$ cat src/rtl/sfft_stream_decoder.sv
// Converts the stochastic FFT's per-lane unary bitstreams to binary counts over 2^BITWIDTH-sample windows.
// Define SFFT_DECODE_BIPOLAR_EN to emit signed bipolar results (2*count - 2^BITWIDTH) instead of raw counts.
//
//   state | meaning
//   EMPTY | result registers hold no unconsumed window (oValid=0)
//   FULL  | result registers hold an unconsumed window (oValid=1)
module sfft_stream_decoder #(
  parameter int NUMINPUTS = 2,
  parameter int BITWIDTH  = 8,
`ifdef SFFT_DECODE_BIPOLAR_EN
  localparam int OW = BITWIDTH + 2
`else
  localparam int OW = BITWIDTH + 1
`endif
) (
  input  logic                    iClk,
  input  logic                    iRstN,
  input  logic                    iEn,
  input  logic                    iClr,
  input  logic [NUMINPUTS-1:0]    iReal,
  input  logic [NUMINPUTS-1:0]    iImg,
  input  logic                    iReady,
  output logic [NUMINPUTS*OW-1:0] oReal,
  output logic [NUMINPUTS*OW-1:0] oImg,
  output logic                    oValid,
  output logic                    oOverrun
);

  localparam int CW = BITWIDTH + 1;

  typedef enum logic {EMPTY, FULL} state_e;

  state_e                         state_q, state_d;
  logic [BITWIDTH-1:0]            win_q, win_d;
  logic [NUMINPUTS-1:0][CW-1:0]   cnt_re_q, cnt_re_d, cnt_im_q, cnt_im_d;
  logic [NUMINPUTS-1:0][OW-1:0]   res_re_q, res_re_d, res_im_q, res_im_d;
  logic                           ovr_q, ovr_d;
  logic                           sample, win_end, xfer;

  // The final sample is folded in here so a full window of ones reaches 2^BITWIDTH.
  function automatic logic [OW-1:0] to_result(input logic [CW-1:0] cnt, input logic bit_in);
    logic [CW-1:0] sum;
    sum = cnt + CW'(bit_in);
`ifdef SFFT_DECODE_BIPOLAR_EN
    return {sum, 1'b0} - (OW'(1) << BITWIDTH);
`else
    return sum;
`endif
  endfunction

  always_comb begin
    sample   = iEn && !iClr;
    win_end  = sample && (win_q == '1);
    xfer     = (state_q == FULL) && iReady;
    win_d    = win_q;
    cnt_re_d = cnt_re_q;
    cnt_im_d = cnt_im_q;
    res_re_d = res_re_q;
    res_im_d = res_im_q;

    if (iClr) begin
      win_d    = '0;
      cnt_re_d = '0;
      cnt_im_d = '0;
    end else if (sample) begin
      win_d = win_q + BITWIDTH'(1);
      for (int k = 0; k < NUMINPUTS; k++) begin
        if (win_end) begin
          res_re_d[k] = to_result(cnt_re_q[k], iReal[k]);
          res_im_d[k] = to_result(cnt_im_q[k], iImg[k]);
          cnt_re_d[k] = '0;
          cnt_im_d[k] = '0;
        end else begin
          cnt_re_d[k] = cnt_re_q[k] + CW'(iReal[k]);
          cnt_im_d[k] = cnt_im_q[k] + CW'(iImg[k]);
        end
      end
    end
  end

  always_comb begin
    state_d = state_q;
    ovr_d   = ovr_q;
    if (iClr) begin
      state_d = EMPTY;
      ovr_d   = 1'b0;
    end else begin
      case (state_q)
        EMPTY: if (win_end) state_d = FULL;
        FULL: begin
          if (win_end) begin
            state_d = FULL;
            if (!xfer) ovr_d = 1'b1;
          end else if (xfer) begin
            state_d = EMPTY;
          end
        end
        default: state_d = EMPTY;
      endcase
    end
  end

  always_ff @(posedge iClk or negedge iRstN) begin
    if (!iRstN) begin
      state_q  <= EMPTY;
      win_q    <= '0;
      cnt_re_q <= '0;
      cnt_im_q <= '0;
      res_re_q <= '0;
      res_im_q <= '0;
      ovr_q    <= 1'b0;
    end else begin
      state_q  <= state_d;
      win_q    <= win_d;
      cnt_re_q <= cnt_re_d;
      cnt_im_q <= cnt_im_d;
      res_re_q <= res_re_d;
      res_im_q <= res_im_d;
      ovr_q    <= ovr_d;
    end
  end

  assign oReal    = res_re_q;
  assign oImg     = res_im_q;
  assign oValid   = (state_q == FULL);
  assign oOverrun = ovr_q;

endmodule

$ cat config.mk
export PLATFORM = sky130hd
export DESIGN_NAME = sfft_stream_decoder
export DESIGN_NICKNAME = d
export VERILOG_FILES = /design/src/rtl/sfft_stream_decoder.sv
export SDC_FILE = /design/constraint.sdc
export NUM_CORES = 1
export LEC_CHECK = 0
export CELL_PAD_IN_SITES_DETAIL_PLACEMENT = 0
export CELL_PAD_IN_SITES_GLOBAL_PLACEMENT = 2
export CORE_ASPECT_RATIO = 0.9
export CORE_MARGIN = 2
export CORE_UTILIZATION = 36
export CTS_CLUSTER_DIAMETER = 40
export DETAILED_ROUTE_END_ITERATION = 8
export PLACE_DENSITY_LB_ADDON = 0.3
export SLEW_MARGIN = 20
export SYNTH_ARGS = -nofsm -noshare
export SYNTH_HDL_FRONTEND = slang
export SYNTH_SLANG_ARGS = --single-unit
$ cat constraint.sdc
create_clock -name iClk -period 2.12 [get_ports iClk]
set_input_delay 0.318 -clock iClk [delete_from_list [all_inputs] [get_ports iClk]]
set_output_delay 0.318 -clock iClk [all_outputs]
set_load 0.01 [all_outputs]
==> flow_metrics.py, run 1 <==
metrics = {
    "run_status": {
        "status": "complete, no violations",
    },
    "synth": {
        "yosysWarnings": 0,
        "synthTopCellsByArea": "dfrtp_1 (52%), a21oi_1 (6.1%), xnor2_1 (5.8%), a31oi_1 (3.8%), ha_1 (3.8%)",
        "ys.flop_type": "dfrtp_1",
        "yosysUniqueCellTypes": 36,
        "yosysSeqAreaShare": 0.5195,
        "ys_seq_elements": 82,
        "netlist_area_um2": 3950,
        "synth_area_per_cell_um2": 10.68,
        "synth_most_common_cell": "dfrtp_1",
        "synthArstFlopShare": 1.000,
        "synth_edf_count": 0,
        "yosysTopAreaCellShare": 0.5195,
        "synth_commonest_cells": "dfrtp_1 (82), a21oi_1 (48), nor2_1 (39)",
        "syn_inst": 370,
        "synthesis.nets": 391,
        "synth_top_cell_by_area": "dfrtp_1",
    },
    "place": {
        "dp.cells": 540,
        "numPortBuffers": 46,
        "gp_congestion": 0.7453,
        "dp_slack_ns": 0.05080,
        "hpwl_mm": 5.463,
    },
    "clock_tree": {
        "clock_latency_ns": 0.34,
        "cts-htree-levels": 3,
        "cts_buffer_depth": 2,
        "clock-sinks": 82,
        "cts_root_buf": "clkbuf_16",
        "cts_tree": "yes",
        "cts.clk_slew.worst_paths_ns": 0.06,
        "numCtsBuffers": 9,
    },
    "worst_hold_path": {
        "hold_path.class": "input port to async pin",
    },
    "flow_run": {
        "cap_violations": 0,
    },
    "global_route": {
        "grt_pass1_vias": 2678,
        "grt_pass1_wl_mm": 13.54,
        "antenna_found_initial": 0,
        "grt.total_usage": 0.1497,
        "grt_overflow": 0,
        "grt_max_degree": 44,
    },
    "drt": {
        "routed_wl_mm": 8.207,
        "first_pass_iters": 4,
        "drt_iter0_drc": 120,
        "vias_per_cell": 5.047,
        "wl_per_cell_um": 14.73,
        "vias": 2811,
        "drc": 0,
        "antenna_left": 0,
    },
    "final_layout": {
        "fill_cells": 1019,
        "utilization": 0.4573,
        "antenna_cells": 0,
        "syn2layout_area_growth_pct": 24.64,
        "final_cells": 557,
        "layout.nets": 440,
        "drive_above_1_share": 0.1179,
    },
    "power_and_ir_drop": {
        "seqPwrFrac": 0.456,
        "p_sw_mw": 0.7567,
        "power_per_cell_area_nw_per_um2": 719.8,
        "internal-power_mw": 2.787,
        "swShare": 0.2135,
        "power_mw": 3.544,
        "clockPowerShare": 0.493,
        "peakVddDrop_mv": 0.4774,
        "p_comb_frac": 0.051,
        "total_leakage_power_nw": 2.201,
    },
    "die": {
        "coreArea_um2": 10770,
        "die_h_um": 103.4,
        "start_util": 0.3669,
        "die-area_um2": 11830,
        "io_pins": 47,
        "rows": 36,
        "die_w_um": 114.4,
    },
    "timing": {
        "hold_viol": 0,
        "post-route-period-util": 0.8242,
        "slew_viol_final": 0,
        "skew_ns": 0.006584,
        "fin_tns_setup_ns": 0,
        "fmax_ghz": 0.5723,
        "rsz0062_at_grt": "false",
        "setup_viol": 0,
        "max_slew.worst_pin.slew_ns": 0.6841,
        "slew_headroom": 0.5435,
        "period_needed_ns": 1.747,
        "setup_ws_ns": 0.3727,
    },
    "worst_setup_path": {
        "crit_top_cell": "buf_12",
        "crit_type": "flop to flop",
        "max_stage_delay_ns": 0.39,
        "crit_chain": "ha_1 > and3_4 > and4b_2 > buf_12 > buf_12 > nor2_1 > a31oi_1",
        "startpoint_type": "flop",
        "cp.arrival_ns": 2.00,
        "required_ns": 2.38,
        "critPathMaxFanout": 26,
        "slowest_stage": "dfrtp_1",
        "endpoint_kind": "flop",
    },
}
==> final cells by class <==
| cell class | instances | area [um2] | share of cell area |
|---|---|---|---|
| Clock buffer | 12 | 266.5 | 0.05413 |
| Clock inverter | 4 | 72.57 | 0.01474 |
| Inverter | 5 | 18.77 | 0.003812 |
| Multi-Input combinational cell | 257 | 1702 | 0.3456 |
| Sequential cell | 82 | 2052 | 0.4168 |
| Tap cell | 133 | 166.4 | 0.03380 |
| Timing Repair Buffer | 64 | 645.6 | 0.1311 |
==> state kept, by name (all words and copies together), names as in the netlist <==
name	flops
oImg	18
oReal	18
oValid	1
win_q	8
oOverrun	1
cnt_im_q	18
cnt_re_q	18
==> cell families (layout without fill, tap and decap cells) <==
kind of cell,count (synthesis),after routing,share of synthesized area
and+or+nand+nor,105,105,0.1340
AOI/OAI and AO/OA,95,95,0.1432
DFF,82,82,0.5195
xor gates and xnor gates,33,33,0.07317
buffers and inverters,31,85,0.05068
adders and majority gates,12,12,0.03801
muxes,12,12,0.04150
==> metrics by stage <==
step	hold slack [ns]	area (um2)
after floorplan	0.02241	3950
after global placement	0.3379	4572
after detailed placement	0.3405	4572
after CTS	0.5036	4921
after global routing	0.5165	4923
final	0.4969	4923
==> what timing repair did <==
action / in CTS / in global routing
setup endpoints to repair: 0 / 0
resized for setup: 0 / 0
hold buffers: 1 / 0
endpoints found under the hold margin: 34 / 0
setup buffers: 0 / 0
==> layout by cell type (no fill, tap or decap), types with 11 or more instances in the layout <==
master / instances
a21oi_1: 48
xnor2_1: 26
ha_1: 12
dfrtp_1: 82
a22o_1: 11
nor2_1: 38
clkdlybuf4s50_1: 45
a31oi_1: 24
buf_4: 14
nand2b_1: 12
nand2_1: 15
and3_1: 15
==> worst max-delay path, delay by kind of cell (launching register included) <==
kind	cells	cell delay (ns)
AO/OA/AOI/OAI	1	0.12
adder cells (fa/ha/maj)	1	0.22
buffers and inverters	2	0.37
flip-flops	1	0.39
AND/OR/NAND/NOR	3	0.56
==> final timing paths <==
path / start / to / slack (ns) / depth (start not counted)
hold reg to reg: oReal[9]$_DFFE_PN0P_ / oReal[9]$_DFFE_PN0P_ / 0.51 / 1
setup reg to reg: win_q[0]$_DFFE_PN0P_ / oImg[14]$_DFFE_PN0P_ / 0.37 / 7
min in group iClk: oReal[9]$_DFFE_PN0P_ / oReal[9]$_DFFE_PN0P_ / 0.51 / 1
hold / removal: iRstN / oImg[15]$_DFFE_PN0P_ / 0.50 / 2
setup / recovery: win_q[0]$_DFFE_PN0P_ / oImg[14]$_DFFE_PN0P_ / 0.37 / 7
max in group asynchronous: iRstN / cnt_re_q[5]$_DFFE_PN0P_ / 0.99 / 3
==> layer usage <==
| layer | track usage | vias up | share of wire |
|---|---|---|---|
| met5 | 0 | - | 0 |
| met1 | 0.2117 | 1358 | 0.53 |
| met4 | 0.04503 | 0 | 0.0082 |
| met2 | 0.2217 | 55 | 0.44 |
| li1 | - | 1394 | - |
| met3 | 0.04604 | 4 | 0.030 |
==> power by group through the flow <==
stage	registers (mW)	clock network (mW)	logic (mW)
finish	1.62	1.75	0.181
global route	1.62	1.86	0.209
CTS	1.62	1.79	0.187
detailed placement	1.65	0	0.185
global placement	1.64	0	0.182
floorplan	1.64	0	0.103
No activity file was read; power rests on OpenSTA's default activity.
==> inputs of run 2 (changes only) <==
- clock period: 2.12 -> 1.65 ns (I/O delays scaled with it)
==> run 2 against run 1 <==
- first-iteration DRC count increased by 14%
- flip-flop and latch count unchanged
- the flow now finishes with violations (setup timing)
- count of clock-buffer cells in the layout increased by 1
- global-route usage increased by 0.27 points
==> flow_metrics.py, run 2 (same netlist as run 1, synthesis figures left out) <==
metrics = {
    "die": {
        "coreArea_um2": 10770,
        "die-area_um2": 11830,
        "die_w_um": 114.4,
        "die_h_um": 103.4,
        "rows": 36,
        "io_pins": 47,
        "start_util": 0.3669,
    },
    "global_route": {
        "grt_use_met1": 0.2142,
        "gr-max-usage-layer": "met2",
        "met2_usage": 0.2189,
        "grt_max_degree": 38,
        "antenna_found_initial": 0,
        "grt_overflow": 0,
        "grt.total_usage": 0.1524,
        "grt_pass1_wl_mm": 13.87,
        "grt_pass1_vias": 2702,
        "use_met3": 0.05303,
    },
    "place": {
        "numPortBuffers": 46,
        "hpwl_mm": 5.607,
        "dp.cells": 559,
        "gp_congestion": 0.7358,
        "dp_slack_ns": -0.3824,
        "place_area_um2": 4780,
    },
    "worst_hold_path": {
        "hold_path.class": "input port to async pin",
    },
    "clock_tree": {
        "cts.clk_slew.worst_paths_ns": 0.06,
        "cts-htree-levels": 3,
        "clock-sinks": 82,
        "cts_buffer_depth": 2,
        "clock_latency_ns": 0.34,
        "cts_tree": "yes",
        "numCtsBuffers": 9,
        "cts_root_buf": "clkbuf_16",
    },
    "power_and_ir_drop": {
        "power_per_cell_area_nw_per_um2": 804.5,
        "total_leakage_power_nw": 2.411,
        "peakVddDrop_mv": 0.5299,
    },
    "worst_setup_path": {
        "startpoint_type": "input port",
        "crit_buf_inv": 2,
        "critPathMaxFanout": 7,
        "crit_family": "buffers and inverters",
        "crit_chain": "clkdlybuf4s50_1 > and3_4 > and4b_4 > clkbuf_16 > mux2_4",
        "required_ns": 1.88,
        "max_stage_delay_ns": 0.62,
        "reg2reg_depth": 5,
        "crit_type": "input port to flop",
        "crit_cells": 5,
        "slowest_stage": "clkdlybuf4s50_1",
        "cp.arrival_ns": 1.92,
        "endpoint_kind": "flop",
    },
    "drt": {
        "drt_iter0_drc": 137,
        "routed_wl_mm": 8.671,
        "vias": 2941,
        "wl_per_cell_um": 14.77,
        "antenna_left": 0,
        "first_pass_iters": 4,
        "vias_per_cell": 5.010,
        "drc": 0,
    },
    "final_layout": {
        "syn2layout_area_growth_pct": 38.55,
        "final_cells": 587,
        "drive_above_1_share": 0.2599,
        "final_cell_mix": "dfrtp_1 (82), clkdlybuf4s50_1 (45), a21oi_1 (35)",
        "antenna_cells": 0,
        "stdcell_area_um2": 5473,
        "layout.nets": 471,
        "utilization": 0.5084,
        "final_common_cell": "dfrtp_1",
    },
    "timing": {
        "slew_headroom": 0.5341,
        "fmax_ghz": 0.5895,
        "post-route-period-util": 1.028,
        "period_needed_ns": 1.696,
        "rsz0062_at_grt": "true",
        "setup_viol": 11,
        "setup_ws_ns": -0.04629,
        "fin_tns_setup_ns": -0.2942,
        "hold_viol": 0,
        "skew_ns": 0.005314,
        "slew_viol_final": 0,
        "max_slew.worst_pin.slew_ns": 0.6981,
    },
    "run_status": {
        "violations": "setup timing",
        "status": "complete, but fails checks",
    },
    "flow_run": {
        "cap_violations": 0,
    },
}
[run 2: final cells by class]
cell class,count,area (um2)
timing repair buffer,95,1027
tap,133,166.4
sequential,82,2052
inverter,5,18.77
clock buffer,13,270.3
clock inverter,2,35.03
multi-input combinational,257,1903
fill,984,5293
[run 2: per-layer routing]
metal / routed length [um] / share of wire / up-vias
met4: 119 / 0.014 / 0
li1: - / - / 1461
met5: 0 / 0 / -
met3: 370 / 0.043 / 9
met2: 3781 / 0.44 / 43
met1: 4400 / 0.51 / 1428
[run 2: per-stage QoR]
step | hold WS, ns | power [mW]
after floorplan | -0.04809 | 2.239
after global placement | 0.2040 | 2.369
after detailed placement | 0.2091 | 2.377
after CTS | 0.3847 | 4.470
after global routing | 0.4080 | 4.607
final | 0.3801 | 4.403
[run 2: final timing paths]
path                       slack [ns]                     start                        to
max                             -0.05                       iEn      oReal[6]$_DFFE_PN0P_
min                              0.38                     iRstN  cnt_im_q[16]$_DFFE_PN0P_
max reg2reg                     -0.02      win_q[0]$_DFFE_PN0P_      oReal[6]$_DFFE_PN0P_
min reg2reg                      0.49  cnt_im_q[17]$_DFFE_PN0P_  cnt_im_q[17]$_DFFE_PN0P_
max in group asynchronous        0.76                     iRstN  cnt_re_q[10]$_DFFE_PN0P_
min in group iClk                0.49  cnt_im_q[17]$_DFFE_PN0P_  cnt_im_q[17]$_DFFE_PN0P_
[run 2: worst reg2reg max path, delay by kind of cell, from the launching register on]
family,cells,cell delay [ns]
muxes,1,0.29
DFF,1,0.36
buffers and inverters,1,0.19
adders and majority gates,1,0.20
and+or+nand+nor,2,0.52
[run 2: repair_timing]
item,4_1_cts,5_1_grt
resized for setup,2,55
hold endpoints to repair,25,0
hold buffers,1,0
buffers inserted,0,8
pin swaps,1,4
gates cloned,0,4
endpoints found under the setup margin,12,39
[run 2: where the power goes]
part	switching, mW	internal [mW]	total [mW]
Clock	0.769	1.29	2.05
Sequential	0.0369	2.04	2.08
Combinational	0.150	0.120	0.271
Total	0.956	3.45	4.40
==> inputs of run 3 (changes only) <==
- CORE_UTILIZATION: 36 -> 38
- CTS_BUF_LIST: not set -> sky130_fd_sc_hd__clkbuf_8
==> run 3 against run 2 <==
- die area shrank 5.1%
- worst setup slack gained 0.028 ns
- worst hold slack gained 0.083 ns
- the run still ends with setup timing left
- highest routed layer unchanged
- largest cell class unchanged
- first-iteration DRC count shrank 14%
==> flow_metrics.py, run 3 (same netlist as run 1, synthesis figures left out) <==
metrics = {
    "run_status": {
        "status": "complete, but fails checks",
        "violations": "setup timing",
    },
    "timing": {
        "period_needed_ns": 1.669,
        "slew_viol_final": 0,
        "skew_ns": 0.01407,
        "slew_headroom": 0.5431,
        "setup_viol": 6,
        "rsz0062_at_grt": "true",
        "worst_hold_slack_ns": 0.4633,
        "post-route-period-util": 1.011,
        "setup_ws_ns": -0.01871,
        "fmax_ghz": 0.5993,
        "max_slew.worst_pin.slew_ns": 0.6846,
        "hold_viol": 0,
    },
    "drt": {
        "routed_wl_mm": 8.397,
        "drt_iter0_drc": 118,
        "vias_per_cell": 5.012,
        "wl_met1_mm": 4.407,
        "antenna_left": 0,
        "vias": 2922,
        "wl_per_cell_um": 14.40,
        "dr_wl_met2_mm": 3.640,
        "met3_length_um": 295,
        "highest_layer": "met4",
        "first_pass_iters": 4,
        "drc": 0,
    },
    "final_layout": {
        "layout.nets": 471,
        "utilization": 0.5160,
        "syn2layout_area_growth_pct": 32.72,
        "drive_above_1_share": 0.2203,
        "final_common_cell": "dfrtp_1",
        "antenna_cells": 0,
        "stdcell_area_um2": 5243,
        "final_cell_mix": "dfrtp_1 (82), clkdlybuf4s50_1 (45), a21oi_1 (43)",
    },
    "worst_setup_path": {
        "crit_chain": "ha_4 > and3_4 > and4b_4 > buf_12 > mux2_4",
        "crit_buf_inv": 1,
        "startpoint_type": "flop",
        "cp.arrival_ns": 1.90,
        "critPathMaxFanout": 7,
        "max_stage_delay_ns": 0.41,
        "crit_type": "flop to flop",
        "crit_family": "simple AND/OR/NAND/NOR gates",
        "slowest_stage": "dfrtp_1",
        "required_ns": 1.88,
        "endpoint_kind": "flop",
    },
    "clock_tree": {
        "cts_buffer_depth": 2,
        "cts_root_buf": "clkbuf_8",
        "cts.clk_slew.worst_paths_ns": 0.08,
        "cts_tree": "yes",
        "numCtsBuffers": 9,
        "cts-htree-levels": 3,
        "clock_latency_ns": 0.35,
        "clock-sinks": 82,
    },
    "place": {
        "place_area_um2": 4735,
        "gp_congestion": 0.7242,
        "numPortBuffers": 46,
        "hpwl_mm": 5.336,
    },
    "die": {
        "die_h_um": 100.7,
        "die_w_um": 111.5,
        "die-area_um2": 11230,
        "io_pins": 47,
        "coreArea_um2": 10160,
        "start_util": 0.3888,
        "rows": 35,
    },
    "power_and_ir_drop": {
        "power_mw": 3.911,
        "power_per_cell_area_nw_per_um2": 745.9,
        "peakVddDrop_mv": 0.4159,
        "total_leakage_power_nw": 2.339,
    },
    "flow_run": {
        "cap_violations": 0,
    },
    "global_route": {
        "grt_overflow": 0,
        "grt_pass1_vias": 2811,
        "grt.total_usage": 0.1528,
        "grt_pass1_wl_mm": 13.82,
        "antenna_found_initial": 0,
        "grt_max_degree": 83,
    },
    "worst_hold_path": {
        "hold_path.class": "input port to async pin",
    },
}
[run 3: changes by cell type in the layout (fill, tap and decap cells not counted), sizes merged]
cell,before,now
inv,5,6
bufinv,1,2
clkinvlp,0,2
clkbuf,17,12
buf,45,46
[run 3: routing by layer]
metal  vias up  global-route usage
met5         -                   0
met4         0             0.03704
met3         4             0.04570
met1      1413              0.2150
met2        46              0.2341
li1       1459                   -
[run 3: cell type report]
type / count / area [um2]
flip-flops and latches: 82 / 2052
well taps: 129 / 161.4
repair buffers: 95 / 983.4
inverters: 5 / 18.77
fillers: 937 / 4917
multi-input cells: 257 / 1819
clock inverters: 6 / 83.83
clock buffers: 9 / 123.9
[run 3: tightest hold or removal path, cell delays in order]
cell and delay [ns]:
dlygate4sd3_1 0.52, buf_4 0.11, buf_12 0.35
[run 3: power breakdown]
group | total [mW] | internal, mW | switching (mW)
Clock | 1.56 | 0.836 | 0.726
Sequential | 2.08 | 2.04 | 0.0378
Combinational | 0.273 | 0.125 | 0.148
Total | 3.91 | 3.00 | 0.912
[run 3: final timing paths]
check | startpoint | to | slack [ns] | cells past startpoint
setup / recovery | win_q[1]$_DFFE_PN0P_ | oImg[9]$_DFFE_PN0P_ | -0.02 | 5
hold reg to reg | cnt_im_q[17]$_DFFE_PN0P_ | cnt_im_q[17]$_DFFE_PN0P_ | 0.50 | 1
min in group iClk | cnt_im_q[17]$_DFFE_PN0P_ | cnt_im_q[17]$_DFFE_PN0P_ | 0.50 | 1
hold / removal | iRstN | oImg[15]$_DFFE_PN0P_ | 0.46 | 3
max in group asynchronous | iRstN | cnt_re_q[14]$_DFFE_PN0P_ | 0.84 | 3
setup reg to reg | win_q[1]$_DFFE_PN0P_ | oImg[9]$_DFFE_PN0P_ | -0.02 | 5
[run 3: timing repair]
action / CTS / global route
endpoints found under the setup margin: 25 / 45
gates cloned: 0 / 3
resized for setup: 5 / 37
hold buffers: 1 / 0
pin swaps: 1 / 1
setup buffers: 1 / 5
endpoints found under the hold margin: 82 / 0
[run 3: through the flow]
step                      setup slack, ns  setup TNS [ns]  instances
after global placement            -0.2949          -15.32        558
after detailed placement          -0.3090          -17.02        558
after CTS                        0.007684               0        575
after global routing             -0.06517         -0.8351        583
final                            -0.01871        -0.06358        583
after floorplan                  0.007486               0        370
